### config.mk
export PLATFORM = sky130hd
export DESIGN_NAME = mult_div_unit
export DESIGN_NICKNAME = d
export VERILOG_FILES = /design/src/rtl/mdu_pkg.sv /design/src/rtl/mdu_sign_fix.sv /design/src/rtl/mult_div_unit.sv
export SDC_FILE = /design/constraint.sdc
export NUM_CORES = 1
export LEC_CHECK = 0
export ABC_AREA = 0
export CAP_MARGIN = 25
export CORE_MARGIN = 2
export CORE_UTILIZATION = 56
export DETAILED_ROUTE_END_ITERATION = 7
export HOLD_SLACK_MARGIN = 0.06
export PLACE_DENSITY = 0.82
export SLEW_MARGIN = 0
export SYNTH_ARGS = -nofsm -noshare
export SYNTH_HDL_FRONTEND = slang
export SYNTH_SLANG_ARGS = --single-unit
### constraint.sdc
create_clock -name clk -period 4.4 [get_ports clk]
set_input_delay 0.88 -clock clk [delete_from_list [all_inputs] [get_ports clk]]
set_output_delay 0.88 -clock clk [all_outputs]
set_load 0.02 [all_outputs]
### src/rtl/mdu_pkg.sv
// Shared encodings and constants for the iterative multiply/divide unit.
package mdu_pkg;

  typedef enum logic [1:0] {
    OP_MULTU = 2'b00,
    OP_DIVU  = 2'b01,
    OP_MULT  = 2'b10,
    OP_DIV   = 2'b11
  } mdu_op_e;

  typedef enum logic [1:0] {
    S_IDLE = 2'b00,
    S_RUN  = 2'b01,
    S_DONE = 2'b10
  } mdu_state_e;

  // Quotient reported for a zero divisor; sliced to the unit width.
  localparam logic [63:0] DIV0_QUOTIENT = '1;

endpackage

### src/rtl/mdu_sign_fix.sv
// Combinational conditional negate: absolute value on the way in, sign fix on the way out.
module mdu_sign_fix #(
  parameter int unsigned W = 32
) (
  input  logic [W-1:0] in_i,
  input  logic         neg_i,
  output logic [W-1:0] out_o
);

  // Two's complement negate when requested, pass-through otherwise.
  always_comb begin
    out_o = neg_i ? ('0 - in_i) : in_i;
  end

endmodule

### src/rtl/mult_div_unit.sv
// Iterative multiply/divide unit with architectural HI/LO registers.
// One shift-add / restoring-subtract step per clock; start/busy/done handshake.
// Optional signed MULT/DIV support is enabled by defining MDU_SIGNED_EN.
module mult_div_unit
  import mdu_pkg::*;
#(
  parameter int unsigned DATA_WIDTH = 32
) (
  input  logic                  clk,
  input  logic                  rst,
  input  logic                  start,
  input  logic [1:0]            op,
  input  logic [DATA_WIDTH-1:0] operand_A,
  input  logic [DATA_WIDTH-1:0] operand_B,
  input  logic                  hi_we,
  input  logic                  lo_we,
  input  logic [DATA_WIDTH-1:0] wr_data,
  output logic                  busy,
  output logic                  done,
  output logic [DATA_WIDTH-1:0] HI,
  output logic [DATA_WIDTH-1:0] LO
);

  localparam int unsigned W  = DATA_WIDTH;
  localparam int unsigned CW = $clog2(DATA_WIDTH + 1);

  mdu_state_e      state_q, state_d;
  logic [CW-1:0]   cnt_q, cnt_d;
  logic            is_div_q, is_div_d;
  logic            div0_q, div0_d;
  logic [W-1:0]    opb_q, opb_d;
  logic [2*W-1:0]  acc_q, acc_d;
  logic [W-1:0]    hi_q, hi_d, lo_q, lo_d;
  logic            busy_q, busy_d, done_q, done_d;

  logic [W-1:0]    mag_a, mag_b;
  logic [2*W-1:0]  prod_fix;
  logic [W-1:0]    quot_fix, rem_fix;

  logic [W:0]      mul_sum;
  logic [2*W-1:0]  mul_next;
  logic [W:0]      rem_sh, div_diff;
  logic [2*W-1:0]  div_next;

`ifdef MDU_SIGNED_EN
  logic sgn_op, accept, neg_q, rem_neg_q;

  assign sgn_op = op[1];
  assign accept = start && (state_q != S_RUN);

  mdu_sign_fix #(.W(W)) u_abs_a (
    .in_i(operand_A), .neg_i(sgn_op & operand_A[W-1]), .out_o(mag_a));
  mdu_sign_fix #(.W(W)) u_abs_b (
    .in_i(operand_B), .neg_i(sgn_op & operand_B[W-1]), .out_o(mag_b));
  mdu_sign_fix #(.W(2*W)) u_fix_prod (
    .in_i(acc_q), .neg_i(neg_q), .out_o(prod_fix));
  mdu_sign_fix #(.W(W)) u_fix_quot (
    .in_i(acc_q[W-1:0]), .neg_i(neg_q), .out_o(quot_fix));
  mdu_sign_fix #(.W(W)) u_fix_rem (
    .in_i(acc_q[2*W-1:W]), .neg_i(rem_neg_q), .out_o(rem_fix));

  // Result signs captured with the operands; applied only at commit.
  always_ff @(posedge clk) begin
    if (rst) begin
      neg_q     <= 1'b0;
      rem_neg_q <= 1'b0;
    end else if (accept) begin
      neg_q     <= sgn_op & (operand_A[W-1] ^ operand_B[W-1]);
      rem_neg_q <= sgn_op & operand_A[W-1];
    end
  end
`else
  logic unused_op_sign;

  assign unused_op_sign = op[1];
  assign mag_a    = operand_A;
  assign mag_b    = operand_B;
  assign prod_fix = acc_q;
  assign quot_fix = acc_q[W-1:0];
  assign rem_fix  = acc_q[2*W-1:W];
`endif

  // One iteration of each algorithm on the shared {upper,lower} accumulator.
  always_comb begin
    mul_sum  = {1'b0, acc_q[2*W-1:W]} + (acc_q[0] ? {1'b0, opb_q} : '0);
    mul_next = {mul_sum, acc_q[W-1:1]};
    rem_sh   = {acc_q[2*W-1:W], acc_q[W-1]};
    div_diff = rem_sh - {1'b0, opb_q};
    div_next = div_diff[W] ? {rem_sh[W-1:0], acc_q[W-2:0], 1'b0}
                           : {div_diff[W-1:0], acc_q[W-2:0], 1'b1};
  end

  // Next-state, iteration and HI/LO update logic.
  always_comb begin
    state_d  = state_q;
    cnt_d    = cnt_q;
    is_div_d = is_div_q;
    div0_d   = div0_q;
    opb_d    = opb_q;
    acc_d    = acc_q;
    hi_d     = hi_q;
    lo_d     = lo_q;
    case (state_q)
      S_RUN: begin
        if (cnt_q == CW'(W)) begin
          state_d = S_DONE;
          if (is_div_q) begin
            hi_d = rem_fix;
            lo_d = div0_q ? DIV0_QUOTIENT[W-1:0] : quot_fix;
          end else begin
            {hi_d, lo_d} = prod_fix;
          end
        end else begin
          acc_d = is_div_q ? div_next : mul_next;
          cnt_d = cnt_q + CW'(1);
        end
      end
      default: begin
        state_d = S_IDLE;
        if (hi_we) hi_d = wr_data;
        if (lo_we) lo_d = wr_data;
        if (start) begin
          state_d = S_RUN;
          cnt_d   = '0;
          case (op)
            OP_MULTU, OP_MULT: is_div_d = 1'b0;
            OP_DIVU, OP_DIV:   is_div_d = 1'b1;
            default:           is_div_d = 1'b0;
          endcase
          div0_d = (operand_B == '0);
          // Multiply keeps the multiplier in the low half; divide keeps the dividend there.
          opb_d  = op[0] ? mag_b : mag_a;
          acc_d  = {{W{1'b0}}, (op[0] ? mag_a : mag_b)};
        end
      end
    endcase
    busy_d = (state_d == S_RUN);
    done_d = (state_d == S_DONE);
  end

  // State and datapath registers with synchronous reset.
  always_ff @(posedge clk) begin
    if (rst) begin
      state_q  <= S_IDLE;
      cnt_q    <= '0;
      is_div_q <= 1'b0;
      div0_q   <= 1'b0;
      opb_q    <= '0;
      acc_q    <= '0;
      hi_q     <= '0;
      lo_q     <= '0;
      busy_q   <= 1'b0;
      done_q   <= 1'b0;
    end else begin
      state_q  <= state_d;
      cnt_q    <= cnt_d;
      is_div_q <= is_div_d;
      div0_q   <= div0_d;
      opb_q    <= opb_d;
      acc_q    <= acc_d;
      hi_q     <= hi_d;
      lo_q     <= lo_d;
      busy_q   <= busy_d;
      done_q   <= done_d;
    end
  end

  assign busy = busy_q;
  assign done = done_q;
  assign HI   = hi_q;
  assign LO   = lo_q;

endmodule

==> run metrics <==
status complete, no violations; CTS tree built; WP data required roughly 4.7 ns; worst min path class flip-flop to flip-flop; setup TNS 0 ns; Cell variety after synth 73; grt total ovfl 0; asr flop ratio synth 0%; Setup Fix Bufs, Post-CTS 0; RSZ-0062 raised after global routing no; TritonRoute pass-1 iters 5; Slew Limit Fails 0; PnR Total Power between 0.004 and 0.005 W; # diodes 0; largest net degree at the start of global routing 80; delay of the slowest critical-path stage a little under 0.8 ns; drt wl/cell between 15 and 20 um; Leak about 5.6 nW; core area roughly 20000 um2; Slew Limit Headroom 42.95%; CTS sink cnt between 150 and 200; Peak VDD IR around 0.28 mV; Cell Chain, Critical Path and2_1, ha_1, inv_1, fa_1, nor2b_1, o2111ai_1, a21oi_1, o21ai_1, a31oi_1, o21ai_1, o21ai_1, xnor2_1, a31o_1, a311oi_1; initial antenna violation count 0; Arrival @ worst endpoint between 4 and 5 ns; Cell Area, Placed ~13000 um2; Synth Flop Type dfxtp_1; fin crit share between 90 and 100%; Mapped Cells about 1500; share of layout cells above drive strength 1 just over 5%; max frequency about 250 MHz; cts repair resizes 0; EDFF count, synth 0; max-cap violations 0; crit end category flip-flop; critical path peak fanout 22; post-route ant nets 0; root buf cell clkbuf_16; YS warnings 0; Die Ht between 100 and 150 um; Avg Cell Area, Syn just under 8 um2; vias post-DR 11589; GRT Total Usage between 30 and 40%; Critical Path Most Common Cell o21ai_1; PwrDens 325.9 nW/um2; Min-Delay Startpoint LO[7]$_SDFFE_PP0P_; die width ~150 um; Buf/Inv on CP 1; Final Hold Fails 0; Post-Route WL ~36 mm; CTS clk-pin slew, worst paths 0.08 ns; FP Rows 52; Top Family by Delay on Critical Path compound AO/OA/AOI/OAI gates; GP Congestion about 0.96; area occupied by multi-input gates around 7600 um2; clock buffer count from CTS 17; DRC 0; synthesized cell area ~12000 um2; skew final between 0.01 and 0.015 ns; vias in the first global route ~11000; clock buffer depth 2; Worst Setup SP acc_q[0]$_SDFFE_PP0P_; Final Net Count around 1700; hold slack final ~0.45 ns; Top Ports 169; Worst-Margin Slew ~0.86 ns; dpl hpwl ~26 mm; critical path class flip-flop to flip-flop; Fill cells roughly 1700; sequential cell area between 3000 and 4000 um2; Starting Density 57.23%; die area 21910 um2; Slowest cell on crit path dfxtp_1; Iter 0 DRT Violations roughly 1100; Clk Latency, worst-skew pair ~0.44 ns; post-route cell area 13980 um2; sequential cell area fraction in the yosys report 29.64%; CTS H-tree depth 4; global-route wire length before repair just under 60 mm; Syn Nets 1632; crit path launch type flip-flop; Seq cells post-synth around 170; final setup vio count 0; post-layout min period approximately 4.0 ns; reg2reg start acc_q[0]$_SDFFE_PP0P_; Vias/cell around 6.3; Hold-fix buffers, CTS 0; IO Port Bufs roughly 170; Area Growth Syn to Fin 20.37%
Yosys cell counts, drive strengths merged (3+ instances only):
| cell type | instances | share of area, % |
|---|---|---|
| o21a | 9 | 0.59 |
| nor4 | 8 | 0.43 |
| or3 | 3 | 0.16 |
| o211ai | 7 | 0.54 |
| nand3 | 19 | 0.86 |
| inv | 46 | 1.5 |
| ha | 66 | 7.1 |
| a22oi | 20 | 1.3 |
| mux2i | 87 | 7.5 |
| a21o | 22 | 1.4 |
| a31oi | 10 | 0.54 |
| o221ai | 33 | 2.5 |
| clkbuf | 87 | 3.0 |
| a211o | 5 | 0.38 |
| a311oi | 34 | 2.6 |
| xor2 | 28 | 2.1 |
| nor2 | 147 | 4.8 |
| nand2b | 7 | 0.38 |
| xnor2 | 28 | 2.1 |
| a21oi | 136 | 6.0 |
| nand2 | 161 | 5.2 |
| nor3 | 8 | 0.39 |
| a211oi | 99 | 6.5 |
| and2 | 65 | 3.5 |
| nor3b | 3 | 0.19 |
| a31o | 4 | 0.30 |
| o21ai | 64 | 2.8 |
| dfxtp | 172 | 30 |
| nand4 | 15 | 0.81 |
| o31ai | 3 | 0.19 |
| buf | 15 | 0.95 |
| nor2b | 10 | 0.54 |
| o21bai | 6 | 0.39 |
| and3 | 6 | 0.34 |
cell families (layout without fill, tap and decap cells):
kind of cell,Yosys count,in the layout,synth area share [%]
adders and majority gates,68,68,7.453
buffers and inverters,148,264,5.417
xor gates and xnor gates,56,56,4.222
DFF,172,172,29.64
muxes,88,88,7.593
AOI/OAI and AO/OA,470,470,27.59
and+or+nand+nor,459,459,18.08
cell type report:
| class | instances | share of cell area [%] |
|---|---|---|
| Clock buffer | 17 | 3.042 |
| Timing Repair Buffer | 186 | 13.12 |
| Inverter | 46 | 1.235 |
| Sequential cell | 172 | 24.62 |
| Clock inverter | 15 | 1.405 |
| Multi-Input combinational cell | 1141 | 54.16 |
| Tap cell | 270 | 2.416 |
per-layer routing:
layer	part of all wire (%)	wire (um)	global-route usage, %
met3	8.6	3114	5.370
met5	0	0	0
met4	2.4	871	9.714
met2	45	16380	50.97
met1	44	15820	46.98
worst reg2reg max path, cell delays in order, from the launching register on:
cell and delay (ns):
dfxtp_1 0.77, and2_1 0.23, ha_1 0.16, inv_1 0.06
fa_1 0.44, nor2b_1 0.21, o2111ai_1 0.18, a21oi_1 0.31
o21ai_1 0.17, a31oi_1 0.33, o21ai_1 0.22, o21ai_1 0.30
xnor2_1 0.11, a31o_1 0.22, a311oi_1 0.22
power by group:
part           leakage [nW]  internal (W)  switching (W)
Clock                 0.299      0.000824       0.000758
Sequential             1.41       0.00167       0.000108
Combinational          3.91      0.000508       0.000687
Total                  5.62       0.00300        0.00155
flip-flops by register name, indices dropped and copies added, names as in the netlist:
name      flops
acc_q        64
HI           32
LO           32
opb_q        32
cnt_q         6
state_q       2
busy          1
div0_q        1
done          1
is_div_q      1
final timing paths:
path         cells after the start  slack, ns                      to
max reg2reg                     14       0.37  acc_q[59]$_SDFFE_PP0P_
min                              2       0.45      LO[7]$_SDFFE_PP0P_
max                             14       0.37  acc_q[59]$_SDFFE_PP0P_
min reg2reg                      2       0.45      LO[7]$_SDFFE_PP0P_
metrics by stage:
step	util, %	worst slack, ns	instances
2_1_floorplan	-	1.332	1461
3_3_place_gp	65.72	0.6884	1814
3_5_place_dp	65.82	0.5925	1815
4_1_cts	68.89	0.5117	1847
5_1_grt	68.89	0.1648	1847
6_report	68.89	0.3730	1847
layout by cell type, fill, tap and decap left out, drive strengths merged, types with 9 or more instances in the layout:
| cell type | synthesis | layout |
|---|---|---|
| dfxtp | 172 | 172 |
| clkdlybuf4s50 | 0 | 165 |
| nand2 | 161 | 161 |
| nor2 | 147 | 147 |
| a21oi | 136 | 136 |
| a211oi | 99 | 99 |
| mux2i | 87 | 87 |
| ha | 66 | 66 |
| and2 | 65 | 65 |
| o21ai | 64 | 64 |
| inv | 46 | 54 |
| a311oi | 34 | 34 |
| o221ai | 33 | 33 |
| xnor2 | 28 | 28 |
| xor2 | 28 | 28 |
| a21o | 22 | 22 |
| buf | 15 | 21 |
| a22oi | 20 | 20 |
| nand3 | 19 | 19 |
| clkbuf | 87 | 17 |
| nand4 | 15 | 15 |
| a31oi | 10 | 10 |
| nor2b | 10 | 10 |
| o21a | 9 | 9 |
No activity file was read; power rests on OpenSTA's default activity.
